### src/rtl/divider_arbiter.sv
// Four-way round-robin front end that shares one pipelined divider between requesters.
// Latency: a grant in cycle N produces rsp_valid in cycle N+1+LATENCY; one grant per cycle.
// Backpressure: none; req is held until gnt, and responses cannot be stalled.
// Option: define DIV_BY_ZERO_GUARD_EN to flag zero denominators (rsp_err, all-ones quotient, remainder = numerator).
module divider_arbiter #(
  parameter int WIDTH   = 32,
  parameter int LATENCY = 4
) (
  input  logic                 clk,
  input  logic                 reset,
  input  logic [3:0]           req,
  input  logic [4*WIDTH-1:0]   numer_i,
  input  logic [4*WIDTH-1:0]   denom_i,
  output logic [3:0]           gnt,
  output logic [WIDTH-1:0]     div_numer,
  output logic [WIDTH-1:0]     div_denom,
  output logic                 div_clken,
  input  logic [WIDTH-1:0]     div_quotient,
  input  logic [WIDTH-1:0]     div_remain,
  output logic [3:0]           rsp_valid,
  output logic [WIDTH-1:0]     rsp_quotient,
  output logic [WIDTH-1:0]     rsp_remain,
  output logic                 rsp_err,
  output logic                 busy
);

  // Stage 0 lines up with the cycle the operands sit in div_numer/div_denom;
  // stage LATENCY lines up with the divider result for that operation.
  localparam int DEPTH = LATENCY + 1;

  logic [1:0]              ptr;
  logic                    gnt_any;
  logic [1:0]              win;
  logic [WIDTH-1:0]        win_numer;
  logic [WIDTH-1:0]        win_denom;
  logic [DEPTH-1:0]        stg_vld;
  logic [DEPTH-1:0][1:0]   stg_tag;

  // Round-robin search ptr, ptr+1, ... (2-bit wrap); nothing is granted while in reset.
  always_comb begin
    gnt_any = 1'b0;
    win     = ptr;
    for (int i = 0; i < 4; i++) begin
      if (reset && !gnt_any && req[ptr + 2'(i)]) begin
        gnt_any = 1'b1;
        win     = ptr + 2'(i);
      end
    end
  end

  assign gnt       = gnt_any ? (4'b0001 << win) : 4'b0000;
  assign win_numer = numer_i[32'(win)*WIDTH +: WIDTH];
  assign win_denom = denom_i[32'(win)*WIDTH +: WIDTH];
  assign div_clken = gnt_any | (|stg_vld);
  assign busy      = |stg_vld;

  // Capture the winner's operands and advance the pointer past the winner.
  always_ff @(posedge clk or negedge reset) begin
    if (!reset) begin
      ptr       <= 2'd0;
      div_numer <= '0;
      div_denom <= '0;
    end else if (gnt_any) begin
      ptr       <= win + 2'd1;
      div_numer <= win_numer;
      div_denom <= win_denom;
    end
  end

  // Tag pipeline: follows each operation through the divider, moving only when the divider does.
  always_ff @(posedge clk or negedge reset) begin
    if (!reset) begin
      stg_vld <= '0;
      stg_tag <= '0;
    end else if (div_clken) begin
      stg_vld <= {stg_vld[DEPTH-2:0], gnt_any};
      stg_tag <= {stg_tag[DEPTH-2:0], win};
    end
  end

`ifdef DIV_BY_ZERO_GUARD_EN
  logic [DEPTH-1:0]              stg_err;
  logic [DEPTH-1:0][WIDTH-1:0]   stg_num;

  // Zero-denominator flag and numerator ride alongside the tag so the response can be synthesised locally.
  always_ff @(posedge clk or negedge reset) begin
    if (!reset) begin
      stg_err <= '0;
      stg_num <= '0;
    end else if (div_clken) begin
      stg_err <= {stg_err[DEPTH-2:0], (win_denom == '0)};
      stg_num <= {stg_num[DEPTH-2:0], win_numer};
    end
  end
`endif

  // Response steering: pulse the owner's bit and zero the data bus when nothing is returning.
  always_comb begin
    rsp_valid    = 4'b0000;
    rsp_quotient = '0;
    rsp_remain   = '0;
    rsp_err      = 1'b0;
    if (stg_vld[LATENCY]) begin
      rsp_valid[stg_tag[LATENCY]] = 1'b1;
`ifdef DIV_BY_ZERO_GUARD_EN
      if (stg_err[LATENCY]) begin
        rsp_quotient = '1;
        rsp_remain   = stg_num[LATENCY];
        rsp_err      = 1'b1;
      end else begin
        rsp_quotient = div_quotient;
        rsp_remain   = div_remain;
      end
`else
      rsp_quotient = div_quotient;
      rsp_remain   = div_remain;
`endif
    end
  end

endmodule

### config.mk
export PLATFORM = sky130hd
export DESIGN_NAME = divider_arbiter
export DESIGN_NICKNAME = d
export VERILOG_FILES = /design/src/rtl/divider_arbiter.sv
export SDC_FILE = /design/constraint.sdc
export NUM_CORES = 1
export LEC_CHECK = 0
export CAP_MARGIN = 5
export CORE_MARGIN = 5
export CORE_UTILIZATION = 25
export DETAILED_ROUTE_END_ITERATION = 10
export PLACE_DENSITY = 0.6
export SYNTH_ARGS = -nofsm -noshare
export SYNTH_HDL_FRONTEND = slang
export SYNTH_SLANG_ARGS = --single-unit
### constraint.sdc
create_clock -name clk -period 2.4 [get_ports clk]
set_input_delay 0.24 -clock clk [delete_from_list [all_inputs] [get_ports clk]]
set_output_delay 0.24 -clock clk [all_outputs]
set_load 0.05 [all_outputs]
# Word level (Yosys, flattened, before mapping)

Cells that the tools add are included.

Register bits after elaboration: 81
Logic and storage cells: 56
Output and inout port bits: 139
Input port bits: 326

Bitwise logic cells: 1
Shifts and indexed selects: 3
Multiplexer cells: 21
Magnitude comparators: 6
Add/sub/neg operators: 4
Reduce and logical (&&, ||, !) cells: 12

Operators with widths:

| operator                                                                      | number |
|---|---|
| 128-bit by 8-bit indexed part select with 32-bit output                       | 2 |
| 32-bit 2-to-1 mux                                                             | 2 |
| 2-bit by 3-bit less-than comparator with 1-bit output (second input constant) | 5 |
| 1-bit 2-to-1 mux                                                              | 9 |
| 1-bit binary-select mux with 2-bit select                                     | 4 |
| 1-bit logical AND                                                             | 8 |
| 4-bit 2-to-1 mux                                                              | 2 |
| 2-bit 2-to-1 mux                                                              | 3 |
| 5-bit OR reduction                                                            | 1 |
| 2-bit by 1-bit adder with 2-bit output (second input constant)                | 2 |
| 2-bit adder (second input constant)                                           | 2 |
| 1-bit by 2-bit << shifter with 4-bit output (first input constant)            | 1 |
| 1-bit zero test                                                               | 3 |
| 1-bit demux with 2-bit select                                                 | 1 |
| 2-bit by 1-bit >= comparator with 1-bit output (second input constant)        | 1 |
| 1-bit OR                                                                      | 1 |

# Longest topological paths before layout

Gate-level depths: netlist of the first run.

Depth in word-level cells: 18
Gate-level depth with buffers: 12
Mapped depth without buffers: 9

# Worst setup path before layout of the first run

OpenSTA, ideal clock, no wires.

Path kind: reg-to-output
Start: register ptr[1]
End: output gnt[0]
Path buffers: 4
Required time: 2160 ps
Cell stages (with the launch flop): 10
Slack: -382 ps
Arrival: 2542 ps
Cells stage by stage: dfrtp_1 buf_2 buf_2 or3b_1 a21oi_1 o21ai_1 buf_2 clkbuf_1 mux2_2 nor2_1

Longest elaborated chain between the ends: 18
Elaborated cells between the ends (all ways): 30
Those cells by class: add/sub: 3; shift: 1; mux: 16; reduce/logical: 10

Ends and longest elaborated chain:

| what                                        | RTL line | text |
|---|---|---|
| start, declared                             | 31       | `logic [1:0] ptr;` |
| start signal, assigned                      | 64       | `ptr <= win + 2'd1;` |
| 1-bit binary-select mux with 2-bit select   | 44       | `if (reset && !gnt_any && req[ptr + 2'(i)]) begin` |
| 1-bit 2-to-1 mux (not written as such)      | 44       |  |
| 1-bit logical AND                           | 44       |  |
| 1-bit 2-to-1 mux                            | 44       |  |
| 1-bit zero test                             | 44       |  |
| 1-bit logical AND (2 in a row)              | 44       |  |
| 1-bit 2-to-1 mux                            | 44       |  |
| 1-bit zero test                             | 44       |  |
| 1-bit logical AND (2 in a row)              | 44       |  |
| 1-bit 2-to-1 mux                            | 44       |  |
| 1-bit zero test                             | 44       |  |
| 1-bit logical AND (2 in a row)              | 44       |  |
| 2-bit 2-to-1 mux                            | 44       |  |
| 1-bit by 2-bit << shifter with 4-bit output | 51       | `assign gnt = gnt_any ? (4'b0001 << win) : 4'b0000;` |
| 4-bit 2-to-1 mux (*)                        | 51       |  |
| end, declared                               | 14       | `output logic [3:0] gnt,` |

Every way passes the cells marked *; elsewhere a longest branch is shown, timed or not. The select of a mux whose other input is x is not followed.

# Worst setup path after layout of the first run

Start: register ptr[0]
End: output gnt[2]

The elaborated chain is that of the path after synthesis.

==> metrics.csv, run 1 <==
metric;value;unit
Power Internal;0.0127;W
vias in the first global route;10200;
Period Utilization, post-route;1.14;
fmax;0.367;GHz
via count;10000;
Worst Path Required;2.16;ns
synth top area cells;dfrtp_1 26%, mux2_2 10%, a211oi_1 8.5%;
clk_skew;0.0157;ns
Max transition margin;0.392;
Hold Slack;0.0204;ns
clock buffer depth;2;
syn nets;1189;
Slew Viols, Final;0;
met1 Track Usage GR;0.300;
met2 usage;0.419;
VDD IR max;0.000706;V
Avg Vias per Cell;5.65;
Sink Count;81;
Port Buffers;463;
critical path type;reg2out;
HP Class;in2async;
final setup fails;75;
largest net degree at the start of global routing;84;
Pwr per Cell Area;1520;nW/um^2
#FFs+latches synth;81;
slowest cell delay on critical path;0.44;ns
CTS root buf;clkbuf_16;
CP max-delay cell;dfrtp_2;
nets@finish;1699;
initial antenna violation count;3;
outcome;finished with violations;
remaining antenna violation count;0;
GP Congestion;0.876;
Initial DRT Pass Iterations;4;
Net Sw Frac;0.496;
RSZ-0062 raised after global routing;true;
share of cells above drive strength 1;0.367;
clk slew on worst S/H paths;0.07;ns
Final min period;2.73;ns
failing checks;setup timing;
placed insts;1684;
CP arrival;2.49;ns
Setup crit end kind;output port;
Cell variety after synth;47;
num rows;64;
1st-iter DRT viols;549;
worst path cell trace;buf_6 -> buf_4 -> nand2b_4 -> o221ai_2 -> o311ai_1 -> buf_4 -> and3b_2 -> or2_4 -> buf_12 -> and2_4 -> buf_12;
Detailed Route WL;45.6;mm
Worst setup SP type;flop;
Max Cap Violations;0;
Comb power frac;0.837;
Fin Setup TNS;-16.62;ns
CP max FO;4;
Post-Synthesis Cells;863;
Worst Max-Slew Pin Slew;0.912;ns
routed length per placed instance;25.7;um
DRC violations left;0;
Net Switching;0.0124;W
Yosys top cell by area;dfrtp_1;
H-Tree Depth;3;
post-synthesis sequential area ratio;0.260;
Final Hold Viols;0;
DIE AREA;34800;um^2
Worst path top cell family by delay;simple AND/OR/NAND/NOR gates;
area of the core;30700;um^2
GRT overflow;0;
Layout area overhead;112;%
Reg power frac;0.105;
Final WS setup;-0.326;ns
die height;187;um
met3 Usage GRT;0.0480;
Clock Latency Late Sink;0.36;ns
starting density of the core;0.254;
Synth warnings;0;
grt peak-use layer;met2;
static leakage;6.37;nW
Ports;465;
CTS tree;yes;
pre-CTS worst setup slack;-0.532;ns
GRT Total Usage;0.239;
top cell type's share of synthesized area;0.260;
first-pass GRT wire length;66.3;mm
die span in x;187;um
clock network fraction of total power;0.058;
Final HPWL DP;29.9;mm
Avg Cell Area, Syn;9.03;um^2
WP buf/inv;5;
Finished Layout Cells;1774;
Mapped Area;7800;um^2
CTS Buf Count;9;
[placed cells by master, fill, tap and decap left out, drive strengths merged, types with 3 or more instances in the layout]
master	n
and3b	5
a22o	65
and2	66
a21oi	6
dfrtp	81
nand2	21
o21ai	5
nor2	76
a211oi	126
clkbuf	17
mux2	72
mux2i	5
a311oi	63
nand2b	3
a221oi	64
and3	64
clkdlybuf4s50	386
inv	4
buf	216
[flip-flops by register name (all words and copies together), names as in the netlist]
register / count
stg_vld: 5
div_numer: 32
stg_tag: 10
div_denom: 32
ptr: 2
[cell type report]
class / instances / area, um^2
Inverter: 3 / 11.3
Timing Repair Buffer: 612 / 7560
Fill cell: 2668 / 14100
Multi-Input combinational cell: 666 / 6140
Antenna cell: 1 / 2.50
Sequential cell: 81 / 2030
Clock inverter: 5 / 56.3
Clock buffer: 10 / 229
Tap cell: 396 / 495
[what timing repair did]
action	in CTS	in global routing
hold buffers	0	0
pin swaps	37	51
buffers inserted	33	16
setup endpoints to repair	71	80
gates resized for setup	104	104
gates cloned	21	7
[power groups by stage]
stage	sequential, W	combinational [W]	clock, W
6_report	0.00263	0.0210	0.00145
2_1_floorplan	0.00444	0.00872	0
5_1_grt	0.00273	0.0220	0.00154
3_3_place_gp	0.00262	0.0169	0
4_1_cts	0.00262	0.0197	0.00149
3_5_place_dp	0.00264	0.0171	0
[metrics by stage]
stage                      util  cell area, um^2  power, W
after detailed placement  0.463            14200    0.0197
after global placement    0.463            14200    0.0195
after floorplan               -             8010    0.0132
after CTS                 0.516            15800    0.0238
final                     0.539            16500    0.0251
after global routing      0.539            16500    0.0262
[path summary, 6_finish.rpt]
path                            slack (ns)            end  startpoint  depth (start not counted)
worst max-delay path                 -0.33         gnt[2]      ptr[0]                         11
worst min-delay path                  0.02  div_denom[31]       reset                          2
worst max register to register       -0.31  div_numer[13]      ptr[0]                         12
worst min register to register        0.38     stg_vld[3]  stg_vld[2]                          0
max in group asynchronous             1.51         ptr[1]       reset                          2
min in group clk                      0.38     stg_vld[3]  stg_vld[2]                          0
[cell families after synthesis]
logic type             synth area share
XOR/XNOR                        0.00225
AND/OR/NAND/NOR                   0.169
buffers and inverters            0.0762
multiplexers                      0.111
AO/OA/AOI/OAI                     0.381
other                          0.000481
flip-flops                        0.260
[cells in the mapped netlist (all sizes together)]
| master | instances |
|---|---|
| nor3b | 2 |
| nor2b | 1 |
| dfrtp | 81 |
| o311ai | 1 |
| clkbuf | 64 |
| or2 | 2 |
| nor3 | 2 |
| nor2 | 76 |
| o31ai | 1 |
| a21o | 1 |
| nand2b | 3 |
| nand3b | 2 |
| and2 | 66 |
| o22a | 1 |
| a211oi | 126 |
| o211ai | 2 |
| and3 | 64 |
| and4b | 1 |
| or4b | 1 |
| inv | 3 |
| or3b | 1 |
| o21ai | 5 |
| a221oi | 64 |
| conb | 1 |
| a21oi | 6 |
| a311oi | 63 |
| buf | 51 |
| mux2 | 72 |
| xnor2 | 2 |
| a21boi | 1 |
| o2bb2ai | 1 |
| nand2 | 21 |
| o22ai | 1 |
| and3b | 3 |
| a22o | 65 |
| o221ai | 1 |
| mux2i | 5 |
[per-layer routing]
layer | vias up | routed length (um)
li1 | 4506 | -
met1 | 4982 | 18600
met2 | 460 | 22800
met3 | 64 | 3110
met4 | 4 | 1080
met5 | - | 21
[worst reg2reg max path: cells and delay by family, from the launching register on]
kind / cells / cell delay, ns
compound gates: 4 / 0.61
flops: 1 / 0.44
buf+inv: 5 / 0.67
simple gates: 3 / 0.92
Power figures use the tool's default switching activity.
==> run 2: changes to the inputs <==
--- a/config.mk
+++ b/config.mk
@@ -9,7 +9,9 @@
 export CORE_MARGIN = 5
 export CORE_UTILIZATION = 25
 export DETAILED_ROUTE_END_ITERATION = 10
+export HOLD_SLACK_MARGIN = 0.12
 export PLACE_DENSITY = 0.6
+export SLEW_MARGIN = 20
 export SYNTH_ARGS = -nofsm -noshare
 export SYNTH_HDL_FRONTEND = slang
 export SYNTH_SLANG_ARGS = --single-unit
==> run 2 against run 1 <==
The flow still finishes with violations (setup timing). Total power increased by 0.79%. First-iteration DRC count up 2.2%. Final cell count about the same. Combinational power about the same. Setup slack got worse by 0.013 ns. Sequential power hardly changed. Die area is the same. Highest routed layer unchanged.
==> metrics.csv, run 2 (same netlist as run 1, synthesis figures left out) <==
metric;value;unit;change
vias in the first global route;10200;;about the same
H-Tree Depth;3;;unchanged
Fillers;2659;;was 2668
FF-to-FF path depth;11;;was 12
Detailed Route WL;45.8;mm;was 45.6 mm
Pwr per Cell Area;1520;nW/um^2;about the same
Final Hold Viols;0;;unchanged
DIE AREA;34800;um^2;unchanged
critical path type;reg2out;;unchanged
num rows;64;;unchanged
clk_skew;0.0146;ns;was 0.0157 ns
Sink Count;81;;unchanged
Worst Path Required;2.16;ns;about the same
area of the core;30700;um^2;unchanged
Final HPWL DP;29.9;mm;unchanged
starting density of the core;0.254;;unchanged
share of cells above drive strength 1;0.376;;was 0.367
GRT overflow;0;;unchanged
Period Utilization, post-route;1.14;;about the same
Multi-input gate area;6220;um^2;was 6140 um^2
remaining antenna violation count;0;;unchanged
CP arrival;2.50;ns;was 2.49 ns
RSZ-0062 raised after global routing;true;;unchanged
biggest registers after layout;div_denom x32, div_numer x32, stg_tag x10;;unchanged
DRC violations left;0;;unchanged
CTS tree;yes;;unchanged
Avg Vias per Cell;5.67;;was 5.65
initial antenna violation count;3;;unchanged
Layout area overhead;113;%;was 112%
total power;0.0253;W;was 0.0251 W
met1 Track Usage GR;0.300;;about the same
CTS root buf;clkbuf_16;;unchanged
Worst Max-Slew Pin Slew;0.923;ns;was 0.912 ns
routed length per placed instance;25.8;um;was 25.7 um
slowest cell delay on critical path;0.44;ns;about the same
nets@finish;1700;;was 1699
CP max-delay cell;dfrtp_2;;unchanged
Reg2Reg Setup Slack;-0.31;ns;about the same
commonest non-fill, non-tap cell in the layout;clkdlybuf4s50_1;;unchanged
outcome;finished with violations;;unchanged
most frequent cells in the layout;386 x clkdlybuf4s50_1, 109 x buf_12, 92 x a211oi_2;;was 386 x clkdlybuf4s50_1, 109 x buf_12, 88 x a211oi_2
first-pass GRT wire length;66.4;mm;was 66.3 mm
die span in x;187;um;unchanged
GRT Total Usage;0.240;;was 0.239
met3 Usage GRT;0.0480;;unchanged
worst path cell trace;buf_6 -> buf_4 -> nand2b_4 -> o221ai_2 -> o311ai_1 -> buf_4 -> and3b_2 -> or2_4 -> buf_12 -> and2_4 -> buf_12;;unchanged
clock buffer depth;2;;unchanged
reg2reg end;div_numer[0];;was div_numer[13]
Port Buffers;463;;unchanged
register area;2030;um^2;unchanged
Ports;465;;unchanged
Max transition margin;0.384;;was 0.392
die height;187;um;unchanged
static leakage;6.40;nW;was 6.37 nW
Reg-to-Reg Start;ptr[0];;unchanged
CTS Buf Count;9;;unchanged
Worst setup SP type;flop;;unchanged
Setup crit end kind;output port;;unchanged
CP max FO;4;;unchanged
Worst path top cell family by delay;simple AND/OR/NAND/NOR gates;;unchanged
Initial DRT Pass Iterations;4;;unchanged
fmax;0.365;GHz;was 0.367 GHz
HP Class;in2async;;unchanged
Final WS setup;-0.339;ns;was -0.326 ns
largest net degree at the start of global routing;84;;unchanged
VDD IR max;0.000713;V;was 0.000706 V
Final min period;2.74;ns;was 2.73 ns
met2 usage;0.419;;about the same
GP Congestion;0.876;;unchanged
grt peak-use layer;met2;;unchanged
via count;10100;;was 10000
failing checks;setup timing;;unchanged
Clock Latency Late Sink;0.35;ns;was 0.36 ns
WP buf/inv;5;;unchanged
clk slew on worst S/H paths;0.08;ns;was 0.07 ns
final setup fails;76;;was 75
Slew Viols, Final;0;;unchanged
Util after Layout;0.542;;was 0.539
Max Cap Violations;0;;unchanged
1st-iter DRT viols;561;;was 549
[run 2: metrics by stage]
| step | worst slack (ns) | cells | hold WS, ns | cell area [um^2] | setup TNS [ns] |
|---|---|---|---|---|---|
| final | -0.339 | 1775 | 0.234 | 16600 | -17.58 |
| after global routing | -0.402 | 1775 | 0.286 | 16600 | -23.47 |
| after CTS | -0.355 | 1754 | 0.255 | 15800 | -18.55 |
| after detailed placement | -0.532 | 1684 | 0.367 | 14200 | -33.76 |
| after global placement | -0.507 | 1684 | 0.359 | 14200 | -31.08 |
| after floorplan | -0.0276 | 863 | -0.0556 | 8010 | -0.880 |
[run 2: how the worst max path moves through the flow]
| stage | cells past startpoint | slack, ns | startpoint | end |
|---|---|---|---|---|
| 3_5_place_dp | 9 | -0.53 | req[0] | div_denom[22] |
| 3_3_place_gp | 9 | -0.51 | req[0] | div_numer[10] |
| 5_1_grt | 10 | -0.40 | ptr[0] | gnt[2] |
| 4_1_cts | 9 | -0.35 | ptr[0] | gnt[2] |
| 6_report | 11 | -0.34 | ptr[0] | gnt[2] |
| 2_1_floorplan | 10 | -0.03 | ptr[0] | div_denom[10] |
[run 2: worst reg2reg max path, cell delays in order (launching register included)]
cell	delay [ns]
dfrtp_2	0.44
buf_6	0.14
nand2b_4	0.12
and4b_2	0.27
or2_1	0.26
o21ai_4	0.25
buf_12	0.19
buf_4	0.15
clkbuf_16	0.15
mux2_2	0.34
a211oi_2	0.22
a211oi_1	0.07
[run 2: area by class of cell]
| type | count | share of cell area |
|---|---|---|
| antenna | 1 | 0.000151 |
| clock buffer | 10 | 0.0138 |
| clock inverter | 5 | 0.00339 |
| inverter | 3 | 0.000678 |
| multi-input combinational | 666 | 0.374 |
| sequential | 81 | 0.122 |
| tap | 396 | 0.0298 |
| timing repair buffer | 613 | 0.456 |
[run 2: timing repair]
item	in CTS	in global routing
buffers inserted	33	16
gates cloned	21	7
hold endpoints to repair	19	0
setup endpoints to repair	71	80
pin swaps	37	65
hold buffers	1	0
resized for setup	104	120
[run 2: per-layer routing]
| metal | routed length (um) | up-vias |
|---|---|---|
| li1 | - | 4499 |
| met5 | 21 | - |
| met4 | 1110 | 4 |
| met2 | 22900 | 465 |
| met3 | 3090 | 67 |
| met1 | 18600 | 5025 |
[run 2: power breakdown]
part | switching (W) | total (W) | leakage [nW] | internal [W]
Clock | 0.000645 | 0.00145 | 0.139 | 0.000804
Combinational | 0.0114 | 0.0212 | 5.35 | 0.00982
Sequential | 0.000481 | 0.00263 | 0.916 | 0.00215
